**config.mk**
```make
export PLATFORM = sky130hd
export DESIGN_NAME = tl_sensor_cond
export DESIGN_NICKNAME = d
export VERILOG_FILES = /design/src/rtl/tl_sensor_cond.sv
export SDC_FILE = /design/constraint.sdc
export NUM_CORES = 1
export LEC_CHECK = 0
export CAP_MARGIN = 20
export CELL_PAD_IN_SITES_DETAIL_PLACEMENT = 1
export CELL_PAD_IN_SITES_GLOBAL_PLACEMENT = 2
export CORE_MARGIN = 1
export CORE_UTILIZATION = 33
export DETAILED_ROUTE_END_ITERATION = 16
export MAX_ROUTING_LAYER = met4
export PLACE_DENSITY_LB_ADDON = 0.1
export SLEW_MARGIN = 25
export SYNTH_ARGS = -nofsm -noshare
export SYNTH_HDL_FRONTEND = slang
export SYNTH_SLANG_ARGS = --single-unit
```
**constraint.sdc**
```tcl
create_clock -name clk -period 9 [get_ports clk]
set_clock_uncertainty 0.2 [all_clocks]
set_input_delay 0.9 -clock clk [delete_from_list [all_inputs] [get_ports clk]]
set_output_delay 0.9 -clock clk [all_outputs]
set_load 0.02 [all_outputs]
```
**src/rtl/tl_sensor_cond.sv**
```systemverilog
// Vehicle-detector conditioner for the 4-phase left-turn light controller.
// Per channel: 2-FF sync, debounce, hold extension, and a cross-channel starvation guard.
module tl_sensor_cond #(
  parameter int unsigned DEB_CYCLES   = 4,
  parameter int unsigned HOLD_CYCLES  = 8,
  parameter int unsigned MAX_HIGH     = 64,
  parameter int unsigned YIELD_CYCLES = 16
) (
  input  logic       clk,
  input  logic       reset,
  input  logic       raw_a,
  input  logic       raw_b,
  input  logic       raw_al,
  input  logic       raw_bl,
  output logic       Ta,
  output logic       Tb,
  output logic       Tal,
  output logic       Tbl,
  output logic [3:0] yield
);

  localparam int unsigned DW = $clog2(DEB_CYCLES + 1);
  localparam int unsigned HW = (HOLD_CYCLES > 0) ? $clog2(HOLD_CYCLES + 1) : 1;
  localparam int unsigned CW = (MAX_HIGH > 0) ? $clog2(MAX_HIGH + 1) : 1;
  localparam int unsigned YW = $clog2(YIELD_CYCLES + 1);

  localparam logic [DW-1:0] DEB_LAST = DW'(DEB_CYCLES - 1);
  localparam logic [HW-1:0] HOLD_LD  = HW'(HOLD_CYCLES);
  localparam logic [CW-1:0] CONT_MAX = CW'(MAX_HIGH);
  localparam logic [YW-1:0] YLD_LD   = YW'(YIELD_CYCLES);

  logic [3:0]    w_raw;
  logic [3:0]    r_s1;
  logic [3:0]    r_s2;
  logic [3:0]    r_deb;
  logic [3:0]    r_yield;
  logic [3:0]    r_t;
  logic [DW-1:0] r_deb_cnt  [4];
  logic [HW-1:0] r_hold_cnt [4];
  logic [CW-1:0] r_cont_cnt [4];
  logic [YW-1:0] r_y_cnt    [4];

  logic [3:0]    w_req;
  logic [3:0]    w_active;
  logic [3:0]    w_elig;
  logic [3:0]    w_trig;

  assign w_raw = {raw_bl, raw_al, raw_b, raw_a};

  always_comb begin
    w_req    = '0;
    w_active = '0;
    w_elig   = '0;
    for (int unsigned i = 0; i < 4; i++) begin
      w_req[i] = r_deb[i] | (r_hold_cnt[i] != '0);
    end
    w_active = w_req & ~r_yield;
    for (int unsigned i = 0; i < 4; i++) begin
      w_elig[i] = (MAX_HIGH != 0) && (r_cont_cnt[i] == CONT_MAX) && !r_yield[i] &&
                  ((w_active & ~(4'b0001 << i)) != '0);
    end
  end

  // Isolate the lowest set bit so at most one channel enters yield per edge.
  assign w_trig = w_elig & (~w_elig + 4'd1);

  always_ff @(posedge clk) begin
    if (reset) begin
      r_s1    <= '0;
      r_s2    <= '0;
      r_deb   <= '0;
      r_yield <= '0;
      r_t     <= '0;
      for (int unsigned i = 0; i < 4; i++) begin
        r_deb_cnt[i]  <= '0;
        r_hold_cnt[i] <= '0;
        r_cont_cnt[i] <= '0;
        r_y_cnt[i]    <= '0;
      end
    end else begin
      r_s1 <= w_raw;
      r_s2 <= r_s1;
      r_t  <= w_req & ~r_yield;
      for (int unsigned i = 0; i < 4; i++) begin
        if (r_s2[i] == r_deb[i]) begin
          r_deb_cnt[i] <= '0;
        end else if (r_deb_cnt[i] == DEB_LAST) begin
          r_deb[i]     <= r_s2[i];
          r_deb_cnt[i] <= '0;
        end else begin
          r_deb_cnt[i] <= r_deb_cnt[i] + DW'(1);
        end

        if (r_deb[i]) begin
          r_hold_cnt[i] <= HOLD_LD;
        end else if (r_hold_cnt[i] != '0) begin
          r_hold_cnt[i] <= r_hold_cnt[i] - HW'(1);
        end

        // A yielding channel finishes its full window even if its request drops.
        if (r_yield[i]) begin
          r_y_cnt[i] <= r_y_cnt[i] - YW'(1);
          if (r_y_cnt[i] == YW'(1)) begin
            r_yield[i]    <= 1'b0;
            r_cont_cnt[i] <= '0;
          end else if (!w_req[i]) begin
            r_cont_cnt[i] <= '0;
          end
        end else begin
          if (!w_req[i]) begin
            r_cont_cnt[i] <= '0;
          end else if (r_cont_cnt[i] != CONT_MAX) begin
            r_cont_cnt[i] <= r_cont_cnt[i] + CW'(1);
          end
          if (w_trig[i]) begin
            r_yield[i] <= 1'b1;
            r_y_cnt[i] <= YLD_LD;
          end
        end
      end
    end
  end

  assign Ta    = r_t[0];
  assign Tb    = r_t[1];
  assign Tal   = r_t[2];
  assign Tbl   = r_t[3];
  assign yield = r_yield;

endmodule

```
==> run summary <==
Placed insts - 646
Share of layout cells above drive strength 1 - 3.734%
CTS buffer count - 9
Post-Synthesis Cells - 449
Worst-Skew Late Latency - 350 ps
Number of global-route vias before repair - 3442
Row count - 43
Minimum clock period - 3173 ps
CP required - 8780 ps
Main flop type after synthesis - edfxtp_1
Netlist Area Pre-Place - 0.004861 mm^2
First-pass GRT wire length - 16380 um
Worst-Margin Slew - 882.6 ps
Area delta synth->final - 13.26%
Setup Buffers After CTS - 0
Met2 wire len - 4474 um
R2R depth - 6
Initial antenna violation count - 0
Power Total - 1.288 mW
GRT Resource Usage Total - 14.51%
Endpoints failing hold - 0
GPL Wtd Cong - 0.7299
Initial detailed-routing violation count - 92
Vias - 3228
CTS max path bufs - 2
Met1 Wirelength - 4366 um
Io pins - 14
CP Max Fanout - 5
Met3 WL - 181 um
Post-DP Area - 0.005226 mm^2
Total of max-cap violations - 0
Horiz. Die Dim - 123.4 um
CTS tree - yes
Crit start category - register
Syn_area_per_cell - 10.83 um^2
Slowest Stage Delay on Critical Path - 620 ps
Reg2Reg Launch Point - r_hold_cnt[0][0]
WL per Instance - 13.95 um
Yosys warnings - 0
Register bit total from synthesis - 96
Die footprint - 0.01522 mm^2
Final ANT Viol Nets - 0
WS Path Type - reg2reg
Design Area, Final - 0.005505 mm^2
CP startpoint - r_hold_cnt[0][0]
Setup TNS - 0 ps
Final cell count without fillers - 662
WL final - 9237 um
Sequential area share after synthesis - 55.19%
Status - complete, no violations
Crit. End Element - register
Largest net degree at the start of global routing - 49
Synth area leaders - edfxtp_1 47%, dfxtp_1 8.2%, ha_1 8.2%, nor2_1 6.6%, xnor2_1 4.5%
Die Y - 123.4 um
Remaining Overflow, GRT - 0
Ant diodes - 0
H-tree levels - 3
Min Hold Slack - 240.2 ps
Post-CTS Resized - 0
Clock transition at path regs - 60 ps
Slew margin rel. - 40.33%
Post-route DRC - 0
Nets - 515
Initial Util - 34.35%
Crit-path cells - inv_1 -> ha_1 -> or4b_2 -> a222oi_1 -> o221ai_1 -> o21ai_0
Worst hold path startpoint - r_s1[2]
Yosys cell types - 39
Critical Path AT - 2960 ps
Post-DP HPWL - 6877 um
Max Slew Vio Count - 0
Worst path slowest cell - or4b_2
Initial DRT Pass Iterations - 4
Core area - 0.01415 mm^2
Cell area power density - 233.9 mW/mm^2
IO buf count - 13
Fin crit share - 35.26%
RSZ-0062 raised after global routing - false
Root Driver - clkbuf_16
Post-CTS Hold Fix Bufs - 0
Area leader, netlist - edfxtp_1
Util after Layout - 38.91%
# setup viols final - 0
Top sig layer - met4
Vias/cell - 4.876
Async SR Flop Fraction - 0%
Area fraction of the dominant cell type after synthesis - 46.95%
FMAX - 315.1 MHz
Place WS - 5740 ps
Hold depth - 1
Clock Sinks - 96
Worst-case vdd ir drop - 106.9 uV
Post-route setup slack - 5827 ps
Leakage Power - 2.122 nW
Hold Path Class - reg2reg
Post-synth EDFFs - 76
-- critical path: cells and delay by family, from the launching register on --
| kind | cells | cell delay (ps) |
|---|---|---|
| buffers and inverters | 1 | 100 |
| adders and majority gates | 1 | 200 |
| AOI/OAI and AO/OA | 3 | 1270 |
| and+or+nand+nor | 1 | 620 |
| DFF | 1 | 400 |
-- report_power, final --
group	internal, mW	total, mW	switching (mW)
logic	0.127	0.306	0.179
clock network	0.211	0.368	0.157
registers	0.563	0.614	0.0512
total	0.901	1.29	0.387
-- kinds of logic after synthesis --
group	Yosys count	synth area share (%)
xor gates and xnor gates	36	6.486
and+or+nand+nor	190	19.46
DFF	96	55.19
adders and majority gates	32	8.237
AOI/OAI and AO/OA	41	5.946
muxes	4	0.8237
other	1	0.07715
buffers and inverters	49	3.784
-- placed cells by master, fill, tap and decap left out, types with 10 or more instances in the layout --
master,count
nor2_1,86
edfxtp_1,76
inv_1,42
ha_1,32
xnor2_1,25
dfxtp_1,20
nand2_1,16
nand2b_1,14
nor3_1,12
clkdlybuf4s50_1,12
conb_1,12
nand3_1,11
and3_1,11
xor2_1,11
a21oi_1,10
-- synthesized netlist by cell type, types with 5 or more instances --
cell       n
a21oi_1   10
and3_1    11
clkbuf_1   7
dfxtp_1   20
edfxtp_1  76
ha_1      32
inv_1     42
nand2_1   16
nand2b_1  14
nand3_1   11
nor2_1    86
nor2b_1    9
nor3_1    12
nor4b_1    6
o21ai_0    6
o22ai_1    5
or3_1      8
xnor2_1   25
xor2_1    11
-- worst paths after layout --
kind	end	slack (ps)
worst max register to register	r_y_cnt[3][2]	5830
worst min-delay path	r_s2[2]	240
worst max-delay path	r_y_cnt[3][2]	5830
worst min register to register	r_s2[2]	240
-- per-layer routing --
| layer | up-vias | GRT usage (%) |
|---|---|---|
| li1 | 1607 | - |
| met1 | 1580 | 17.39 |
| met2 | 28 | 23.32 |
| met3 | 13 | 2.768 |
| met4 | 0 | 7.229 |
| met5 | - | - |
-- area by class of cell --
type	count	area [um^2]
fill	1577	8645
timing repair buffer	13	125.1
inverter	42	157.7
clock buffer	10	229.0
multi-input combinational	315	2036
tap	180	225.2
clock inverter	6	50.05
sequential	96	2683
-- state kept, by name, summed over array words and instances, names as in the netlist --
name and count:
r_y_cnt 20, r_s1 4, r_deb 4, r_deb_cnt 12, r_s2 4, r_cont_cnt 28
r_hold_cnt 16, yield 4, r_t 4
No activity file was read; power rests on OpenSTA's default activity.
